File: src/rtl/fpc_pkg.sv
// Shared definitions for the frame phase sequencer: one-hot phase encoding
// and the counter width helper.
package fpc_pkg;

  // One-hot frame phases; the datapath consumes these bits directly.
  typedef enum logic [3:0] {
    PH_FILL  = 4'b0001,
    PH_RUN   = 4'b0010,
    PH_DRAIN = 4'b0100,
    PH_LAST  = 4'b1000
  } phase_e;

  // Bits needed to hold every value 0..max_val (never less than one bit).
  function automatic int cnt_w(input int max_val);
    if (max_val < 1) begin
      return 1;
    end else begin
      return $clog2(max_val + 1);
    end
  endfunction

endpackage

File: src/rtl/beat_pos_cnt.sv
// Column/row position counter for a stream of beats with registered
// end-of-line and end-of-frame flags for the beat currently presented.
module beat_pos_cnt
  import fpc_pkg::*;
#(
  parameter int IMG_W = 1024,
  parameter int IMG_H = 1024
) (
  input  logic clk,
  input  logic rst_n,
  input  logic clr,
  input  logic adv,
  output logic eol,
  output logic last
);
  localparam int COL_W = cnt_w(IMG_W - 1);
  localparam int ROW_W = cnt_w(IMG_H - 1);
  localparam logic [COL_W-1:0] COL_MAX = COL_W'(IMG_W - 1);
  localparam logic [ROW_W-1:0] ROW_MAX = ROW_W'(IMG_H - 1);

  logic [COL_W-1:0] col_r, col_nxt_s;
  logic [ROW_W-1:0] row_r, row_nxt_s;
  logic             eol_r, last_r;

  // Next position: the column wraps into the row, the row wraps to zero.
  always_comb begin
    col_nxt_s = col_r;
    row_nxt_s = row_r;
    if (col_r == COL_MAX) begin
      col_nxt_s = {COL_W{1'b0}};
      if (row_r == ROW_MAX) begin
        row_nxt_s = {ROW_W{1'b0}};
      end else begin
        row_nxt_s = row_r + ROW_W'(1);
      end
    end else begin
      col_nxt_s = col_r + COL_W'(1);
      row_nxt_s = row_r;
    end
  end

  // Position registers; flags are precomputed so the outputs are pure flops.
  always_ff @(posedge clk or negedge rst_n) begin
    if (!rst_n) begin
      col_r  <= {COL_W{1'b0}};
      row_r  <= {ROW_W{1'b0}};
      eol_r  <= 1'b0;
      last_r <= 1'b0;
    end else if (clr) begin
      col_r  <= {COL_W{1'b0}};
      row_r  <= {ROW_W{1'b0}};
      eol_r  <= 1'b0;
      last_r <= 1'b0;
    end else if (adv) begin
      col_r  <= col_nxt_s;
      row_r  <= row_nxt_s;
      eol_r  <= (col_nxt_s == COL_MAX);
      last_r <= (col_nxt_s == COL_MAX) && (row_nxt_s == ROW_MAX);
    end else begin
      col_r  <= col_r;
      row_r  <= row_r;
      eol_r  <= eol_r;
      last_r <= last_r;
    end
  end

  assign eol  = eol_r;
  assign last = last_r;

endmodule

File: src/rtl/frame_phase_ctrl.sv
// Frame sequencer: counts accepted pixels through FILL/RUN, flushes the
// datapath in DRAIN, waits for the final output beat in LAST, then re-arms.
module frame_phase_ctrl
  import fpc_pkg::*;
#(
  parameter int IMG_W   = 1024,
  parameter int IMG_H   = 1024,
  parameter int PRE_PIX = IMG_W + 2,
  parameter int DRAIN   = 6
) (
  input  logic       clk,
  input  logic       rst_n,
  input  logic       soft_clr,
  input  logic       in_en,
  input  logic       input_last,
  output logic       input_ready,
  input  logic       output_valid,
  input  logic       output_ready,
  output logic [3:0] state,
  output logic       output_last,
  output logic       output_eol,
  output logic       frame_done,
  output logic       err_last
);
  localparam int TOTAL = IMG_W * IMG_H;
  localparam int IN_W  = cnt_w(TOTAL);
  localparam int DRN_W = cnt_w(DRAIN);
  localparam logic [IN_W-1:0]  PRE_C      = IN_W'(PRE_PIX);
  localparam logic [IN_W-1:0]  TOTAL_C    = IN_W'(TOTAL);
  localparam logic [IN_W-1:0]  LAST_IDX_C = IN_W'(TOTAL - 1);
  localparam logic [DRN_W-1:0] DRAIN_C    = DRN_W'(DRAIN);

  phase_e           state_r, state_nxt_s;
  logic             input_ready_r, frame_done_r, err_last_r;
  logic [IN_W-1:0]  in_cnt_r, in_cnt_inc_s;
  logic [DRN_W-1:0] drn_cnt_r, drn_cnt_inc_s;
  logic             acc_s, ofire_s, frame_end_s, out_clr_s;
  logic             out_eol_s, out_last_s;

  assign acc_s         = in_en & input_ready_r;
  assign ofire_s       = output_valid & output_ready;
  assign in_cnt_inc_s  = in_cnt_r + IN_W'(1);
  assign drn_cnt_inc_s = drn_cnt_r + DRN_W'(1);
  assign frame_end_s   = (state_r == PH_LAST) && ofire_s && out_last_s;
  assign out_clr_s     = soft_clr | frame_end_s;

  // Phase transition decode from the current phase and this cycle's events.
  always_comb begin
    state_nxt_s = state_r;
    case (state_r)
      PH_FILL: begin
        if (acc_s && (in_cnt_inc_s == PRE_C)) begin
          state_nxt_s = PH_RUN;
        end else begin
          state_nxt_s = PH_FILL;
        end
      end
      PH_RUN: begin
        if (acc_s && (in_cnt_inc_s == TOTAL_C)) begin
          state_nxt_s = PH_DRAIN;
        end else begin
          state_nxt_s = PH_RUN;
        end
      end
      PH_DRAIN: begin
        // Only cycles where downstream can move count toward the flush.
        if (output_ready && (drn_cnt_inc_s == DRAIN_C)) begin
          state_nxt_s = PH_LAST;
        end else begin
          state_nxt_s = PH_DRAIN;
        end
      end
      PH_LAST: begin
        if (frame_end_s) begin
          state_nxt_s = PH_FILL;
        end else begin
          state_nxt_s = PH_LAST;
        end
      end
      default: state_nxt_s = PH_FILL;
    endcase
  end

  // Phase register with its registered outputs (ready, done pulse).
  always_ff @(posedge clk or negedge rst_n) begin
    if (!rst_n) begin
      state_r       <= PH_FILL;
      input_ready_r <= 1'b1;
      frame_done_r  <= 1'b0;
    end else if (soft_clr) begin
      state_r       <= PH_FILL;
      input_ready_r <= 1'b1;
      frame_done_r  <= 1'b0;
    end else begin
      state_r       <= state_nxt_s;
      input_ready_r <= (state_nxt_s == PH_FILL) || (state_nxt_s == PH_RUN);
      frame_done_r  <= frame_end_s;
    end
  end

  // Input pixel and drain counters; both re-arm after the final beat.
  always_ff @(posedge clk or negedge rst_n) begin
    if (!rst_n) begin
      in_cnt_r  <= {IN_W{1'b0}};
      drn_cnt_r <= {DRN_W{1'b0}};
    end else if (out_clr_s) begin
      in_cnt_r  <= {IN_W{1'b0}};
      drn_cnt_r <= {DRN_W{1'b0}};
    end else begin
      if (acc_s) begin
        in_cnt_r <= in_cnt_inc_s;
      end else begin
        in_cnt_r <= in_cnt_r;
      end
      if ((state_r == PH_DRAIN) && output_ready) begin
        drn_cnt_r <= drn_cnt_inc_s;
      end else begin
        drn_cnt_r <= drn_cnt_r;
      end
    end
  end

  // Sticky marker check: input_last must coincide exactly with the final pixel.
  always_ff @(posedge clk or negedge rst_n) begin
    if (!rst_n) begin
      err_last_r <= 1'b0;
    end else if (soft_clr) begin
      err_last_r <= 1'b0;
    end else if (acc_s && (input_last != (in_cnt_r == LAST_IDX_C))) begin
      err_last_r <= 1'b1;
    end else begin
      err_last_r <= err_last_r;
    end
  end

  beat_pos_cnt #(
    .IMG_W (IMG_W),
    .IMG_H (IMG_H)
  ) u_out_pos (
    .clk   (clk),
    .rst_n (rst_n),
    .clr   (out_clr_s),
    .adv   (ofire_s),
    .eol   (out_eol_s),
    .last  (out_last_s)
  );

  assign state       = state_r;
  assign input_ready = input_ready_r;
  assign frame_done  = frame_done_r;
  assign err_last    = err_last_r;
  assign output_eol  = out_eol_s;
  assign output_last = out_last_s;

endmodule
File: config.mk
export PLATFORM = sky130hd
export DESIGN_NAME = frame_phase_ctrl
export DESIGN_NICKNAME = d
export VERILOG_FILES = /design/src/rtl/fpc_pkg.sv /design/src/rtl/beat_pos_cnt.sv /design/src/rtl/frame_phase_ctrl.sv
export SDC_FILE = /design/constraint.sdc
export NUM_CORES = 1
export LEC_CHECK = 0
export ABC_AREA = 1
export CAP_MARGIN = 20
export CORE_MARGIN = 3
export CORE_UTILIZATION = 45
export DETAILED_ROUTE_END_ITERATION = 12
export PLACE_DENSITY = 0.68
export SLEW_MARGIN = 20
export SYNTH_ARGS = -nofsm -noshare
export SYNTH_HDL_FRONTEND = slang
export SYNTH_SLANG_ARGS = --single-unit
File: constraint.sdc
create_clock -name clk -period 2.2 [get_ports clk]
set_clock_uncertainty 0.2 [all_clocks]
set_input_delay 0.44 -clock clk [delete_from_list [all_inputs] [get_ports clk]]
set_output_delay 0.44 -clock clk [all_outputs]
set_load 0.01 [all_outputs]
==> results of run 1 <==
## through the flow
stage	setup WS [ns]	total power, mW
final	0.0896	1.82
after global routing	-0.0511	1.88
after CTS	0.0341	1.82
after detailed placement	0.00216	1.13
after global placement	0.0727	1.13
after floorplan	0.299	1.05
## repair_timing
action / CTS / global route
setup buffers: 0 / 4
setup endpoints to repair: 0 / 5
hold endpoints to repair: 19 / 0
gates resized for setup: 0 / 34
hold buffers: 1 / 0
## synthesized netlist by cell type
master,count
o31ai_1,1
nor3_4,1
buf_4,1
inv_2,1
dfstp_2,2
inv_1,70
buf_2,1
ha_1,7
nand2_2,2
or4_1,1
o21ai_0,34
o22ai_1,20
xor2_1,7
a21boi_0,2
o21ai_1,5
nor2_2,8
nand2_1,162
nor3_1,7
or2_2,1
a21oi_1,9
clkbuf_1,4
nand4_2,2
dfrtp_1,51
nor2_1,61
nand4_1,9
a32o_1,1
nor4_1,1
nand3_1,39
xnor2_1,2
nor2_4,2
## how the worst min path moves through the flow
stage | startpoint | to | cells past startpoint
after floorplan | rst_n | drn_cnt_r[0] | 0
after global placement | rst_n | in_cnt_r[9] | 1
after detailed placement | rst_n | in_cnt_r[9] | 1
after CTS | u_out_pos.eol | u_out_pos.eol | 2
after global routing | err_last | err_last | 2
final | u_out_pos.eol | u_out_pos.eol | 2
## worst register-to-register path: stages, from the launching register on
cell	delay [ns]
dfrtp_1	0.39
ha_2	0.21
nand2_2	0.08
nor2_4	0.24
nand2_2	0.13
nor2_4	0.12
buf_6	0.14
o21ai_0	0.10
o21ai_1	0.11
nor2_1	0.07
nand2_1	0.08
nor2_1	0.05
nand2_1	0.06
nand2_1	0.04
## cell families (layout without fill, tap and decap cells)
family,count (synthesis),in the layout,share of synthesized area
AOI/OAI and AO/OA,72,72,0.115
xor gates and xnor gates,9,9,0.0228
adders and majority gates,7,7,0.0253
buffers and inverters,77,123,0.0850
DFF,53,53,0.384
and+or+nand+nor,296,296,0.367
## final cells by class
cell class                 instances  area [um^2]  area share
clock buffer                       6         72.6      0.0174
clock inverter                     2         38.8     0.00933
inverter                          71          267      0.0641
multi-input combinational        384         1940       0.466
sequential                        53         1330       0.320
tap                               99          124      0.0298
timing repair buffer              44          385      0.0927
## flip-flops by register name, summed over array words and instances, names as in the netlist
name             cells
err_last             1
frame_done           1
u_out_pos.row_r     10
state                4
in_cnt_r            21
input_ready          1
drn_cnt_r            3
u_out_pos.last       1
u_out_pos.eol        1
u_out_pos.col_r     10
## power by group through the flow
stage                     clock (mW)  combinational (mW)  sequential (mW)
after floorplan                    0              0.0424             1.01
after global placement             0               0.126             1.00
after detailed placement           0               0.128             1.00
after CTS                      0.709               0.129            0.984
after global routing           0.751               0.145            0.986
final                          0.702               0.133            0.985
## metal layers
layer,vias up,share of wire
met2,63,0.47
met3,8,0.033
met1,1589,0.48
met5,-,0
li1,1748,-
met4,0,0.011
## cell usage in the layout, fill, tap and decap left out, drive strengths merged
cell type      instances
clkdlybuf4s50         14
nand2                164
dfrtp                 51
o21ai                 39
buf                   29
nand3                 39
inv                   71
nor3                   8
dfstp                  2
dlygate4sd3            1
clkbuf                 6
nor2                  71
xnor2                  2
a32o                   1
nand4                 11
or2                    1
o31ai                  1
bufinv                 1
xor2                   7
o22ai                 20
nor4                   1
a21oi                  9
a21boi                 2
or4                    1
ha                     7
clkinv                 1
==> metrics.txt, run 1 <==
outcome=complete, no violations; sequential area share after synthesis=0.384; htree depth=2; Die Height=93.7 um; pwr dens=438 nW/um^2; Cell Area, Synth=3460 um^2; yosys warns=0; Pins Over Slew Limit=0; Setup Crit Path Kind=flop to flop; GRT busiest layer=met2; Wirelength per Cell=13.1 um; type of destination of the critical path=flop; initial antenna violation count=0; vias=3,408; syn_nets=528; Overflow after GRT=0; TritonCTS clock tree=built; core area=7370 um^2; register-to-register setup slack=0.09 ns; die width=93.7 um; cell count along the critical path=13; vias in the first global route=3,234; finished layout cell area=4160 um^2; Reg2Reg Depth=13; final hold violations=0; fillers=695; CP dominant cell by count=nand2_1; Final setup violation count=0; CP max-delay cell=dfrtp_1; sequential power share=0.541; Worst path top cell family by delay=simple AND/OR/NAND/NOR gates; TritonCTS sink count=53; Finished Core Util=0.564; Buf/Inv on CP=1; setup tns final=0 ns; power share of the combinational group=0.073; DR vias/cell=5.17; ANT cells=0; Layout area overhead=20.3%; RSZ-0062 raised after global routing=true; root buffer cell=clkbuf_8; Placed Area=3890 um^2; Critical R2R Launch=u_out_pos.col_r[0]; FF+latch count, synth=53; Worst Setup SP=u_out_pos.col_r[0]; DRT iter0 DRCs=252; switching pwr=444 uW; R2R Path End=u_out_pos.last; DRC errors left=0; area leader, netlist=dfrtp_1; first-pass GRT wire length=14.6 mm; crit-path max cell delay=0.39 ns; Clk network pwr share=0.386; crit start category=flop; Final Non-Filler Cells=659; CP Cell Sequence=ha_2, nand2_2, nor2_4, nand2_2, nor2_4, buf_6, o21ai_0, o21ai_1, nor2_1, nand2_1, nor2_1, nand2_1, nand2_1; Total Nets Final=573; met1 Usage GRT=0.280; placed insts=646; CP Max Fanout=9; CTS buffer count=5; Arrival @ worst endpoint=2.13 ns; period utilization=0.959; total wire length=8.66 mm; HPWL after detailed placement=6.40 mm; synth top area cells=dfrtp_1, nand2_1, inv_1; largest net degree at the start of global routing=23; layout cells sized above 1=0.132; number of distinct library cells after synthesis=30; Die Footprint=8770 um^2; Fin Hold WS=0.330 ns; IO Port Bufs=15; Switching Share=0.244; worst vdd ir=0.321 mV; Antenna Violating Nets Remaining=0; CP endpoint=u_out_pos.last; Starting Density=0.469; hold crit path type=flop to flop; required time of the critical path=2.22 ns; Max clock buf depth=2; clock-pin slew on the worst setup and hold paths=0.11 ns; Site Rows=31; number of max-cap violations=0; Slew @ Worst Pin=0.536 ns; met3 usage=0.0224; Worst slew margin=0.643; Clock Latency Late Sink=0.31 ns; synthesized area per cell=6.73 um^2; met2 Use GR=0.348; Pint=1.38 mW; io pins=16; Detailed Routing Iterations Pass 1=4; final worst path period need=2.11 ns; Leak=1.87 nW; fmax=0.474 GHz; Synth top area share=0.369; Placer Congestion=0.905; Cells after Synth=514; gr usage total=0.206
Power figures use the tool's default switching activity.
==> run 2, diff against run 1 <==
Settings changed: CORE_UTILIZATION 45 to 40, CTS_CLUSTER_SIZE set to 8, PLACE_DENSITY 0.68 to unset.
==> run 2 against run 1 <==
Clock-buffer cell count unchanged; power decreased by 1.2%; sequential share of layout area decreased by 0.22 points; critical path type unchanged; largest cell class unchanged.
==> metrics.txt, run 2 (synthesis gave the netlist of run 1 again) <==
layout cells sized above 1=0.131 (was 0.132); CTS buffer count=5 (unchanged); Finished Core Util=0.504 (was 0.564); HPWL after detailed placement=6.54 mm (was 6.40 mm); finished layout cell area=4180 um^2 (was 4160 um^2); final hold violations=0 (unchanged); total wire length=8.74 mm (was 8.66 mm); Die Footprint=9790 um^2 (was 8770 um^2); met1 WL=4.10 mm (was 4.17 mm); Leak=1.92 nW (was 1.87 nW); Slew @ Worst Pin=0.502 ns (was 0.536 ns); Top Registers=in_cnt_r x21, u_out_pos.col_r x10, u_out_pos.row_r x10 (unchanged); Placer Congestion=0.928 (was 0.905); setup tns final=0 ns (unchanged); DRC errors left=0 (unchanged); Top reg by flops=in_cnt_r (unchanged); TritonCTS clock tree=built (unchanged); vias=3,388 (was 3,408); DR vias/cell=5.06 (was 5.17); Setup Crit Path Kind=flop to flop (unchanged); io pins=16 (unchanged); DRT iter0 DRCs=158 (was 252); top sig layer=met4 (unchanged); pwr dens=430 nW/um^2 (was 438 nW/um^2); Layout area overhead=21.0% (was 20.3%); htree depth=2 (unchanged); initial antenna violation count=0 (unchanged); power share of the combinational group=0.072 (was 0.073); Detailed Routing Iterations Pass 1=4 (unchanged); gr usage total=0.184 (was 0.206); sequential power share=0.548 (was 0.541); first-pass GRT wire length=14.9 mm (was 14.6 mm); Worst slew margin=0.665 (was 0.643); type of destination of the critical path=flop (unchanged); fmax=0.471 GHz (was 0.474 GHz); Arrival @ worst endpoint=2.18 ns (was 2.13 ns); Final Non-Filler Cells=669 (was 659); fillers=831 (was 695); hold crit path type=flop to flop (unchanged); Final setup violation count=0 (unchanged); TritonCTS sink count=53 (unchanged); outcome=complete, no violations (unchanged); final worst path period need=2.13 ns (was 2.11 ns); placed insts=655 (was 646); Starting Density=0.417 (was 0.469); largest net degree at the start of global routing=24 (was 23); Switching Share=0.235 (was 0.244); ANT cells=0 (unchanged); Clk network pwr share=0.380 (was 0.386); most common cell after layout, fill and taps aside=nand2_1 (unchanged); number of max-cap violations=0 (unchanged); IO Port Bufs=15 (unchanged); multi-input combinational cell area=1930 um^2 (was 1940 um^2); CP Max Fanout=6 (was 9); Pins Over Slew Limit=0 (unchanged); Fin Hold WS=0.334 ns (was 0.330 ns); Max clock buf depth=2 (unchanged); worst hold stages=2 (unchanged); Wirelength per Cell=13.1 um (about the same); Reg2Reg Depth=12 (was 13); vias in the first global route=3,322 (was 3,234); core area=8300 um^2 (was 7370 um^2); Die Height=99.0 um (was 93.7 um); worst vdd ir=0.267 mV (was 0.321 mV); Overflow after GRT=0 (unchanged); required time of the critical path=2.25 ns (was 2.22 ns); WL met2=4.23 mm (was 4.11 mm); Pint=1.37 mW (was 1.38 mW); die width=99.0 um (was 93.7 um); Total Nets Final=577 (was 573); Site Rows=33 (was 31); Antenna Violating Nets Remaining=0 (unchanged); number of flip-flops in the largest register=21 (unchanged); DR WL met3=257 um (was 284 um); register area=1330 um^2 (about the same); clock-pin slew on the worst setup and hold paths=0.09 ns (was 0.11 ns); crit start category=flop (unchanged); switching pwr=423 uW (was 444 uW); most frequent cells in the layout=nand2_1, inv_1, nor2_1 (unchanged); Placed Area=3930 um^2 (was 3890 um^2); period utilization=0.966 (was 0.959); Clock Latency Late Sink=0.31 ns (about the same); root buffer cell=clkbuf_8 (unchanged)
-- run 2: power by group through the flow --
stage	logic, mW	clock network [mW]	registers, mW
global route	0.146	0.740	0.986
CTS	0.130	0.712	0.984
floorplan	0.0424	0	1.01
finish	0.130	0.683	0.984
global placement	0.130	0	1.00
detailed placement	0.128	0	1.00
-- run 2: path summary, 6_finish.rpt --
kind,from,to,slack [ns]
setup / recovery,u_out_pos.col_r[1],u_out_pos.last,0.07
hold / removal,u_out_pos.eol,u_out_pos.eol,0.33
setup reg to reg,u_out_pos.col_r[1],u_out_pos.last,0.07
hold reg to reg,u_out_pos.eol,u_out_pos.eol,0.33
max in group asynchronous,rst_n,u_out_pos.row_r[7],0.78
min in group asynchronous,rst_n,in_cnt_r[13],0.37
-- run 2: what timing repair did --
item,CTS,global route
gates resized for setup,0,31
buffers inserted,0,4
hold buffers,1,0
endpoints found under the hold margin,15,0
setup endpoints to repair,0,9
-- run 2: routing by layer --
| layer | GRT usage | up-vias |
|---|---|---|
| li1 | - | 1753 |
| met1 | 0.248 | 1571 |
| met2 | 0.306 | 52 |
| met3 | 0.0248 | 12 |
| met4 | 0.0609 | 0 |
| met5 | 0 | - |
-- run 2: worst max-delay path: stages, from the launching register on --
cell and delay [ns]:
dfrtp_1 0.38, ha_2 0.20, nand2_2 0.09, nor2_4 0.25, nand2_2 0.11, nor2_4 0.13
buf_4 0.15, o21ai_0 0.10, nor2_1 0.14, nand2_1 0.08, nor2_1 0.12, nand2_1 0.07
nand2_1 0.05
-- run 2: metrics by stage --
stage | power [mW] | setup slack (ns)
2_1_floorplan | 1.05 | 0.299
3_3_place_gp | 1.13 | 0.0319
3_5_place_dp | 1.13 | 0.0218
4_1_cts | 1.83 | 0.0589
5_1_grt | 1.87 | -0.00534
6_report | 1.80 | 0.0747
-- run 2: layout make-up --
cell class,instances,share of cell area
clock buffer,6,0.0173
inverter,71,0.0637
multi-input combinational,384,0.460
sequential,53,0.318
clock inverter,2,0.00927
timing repair buffer,48,0.0999
tap,105,0.0314
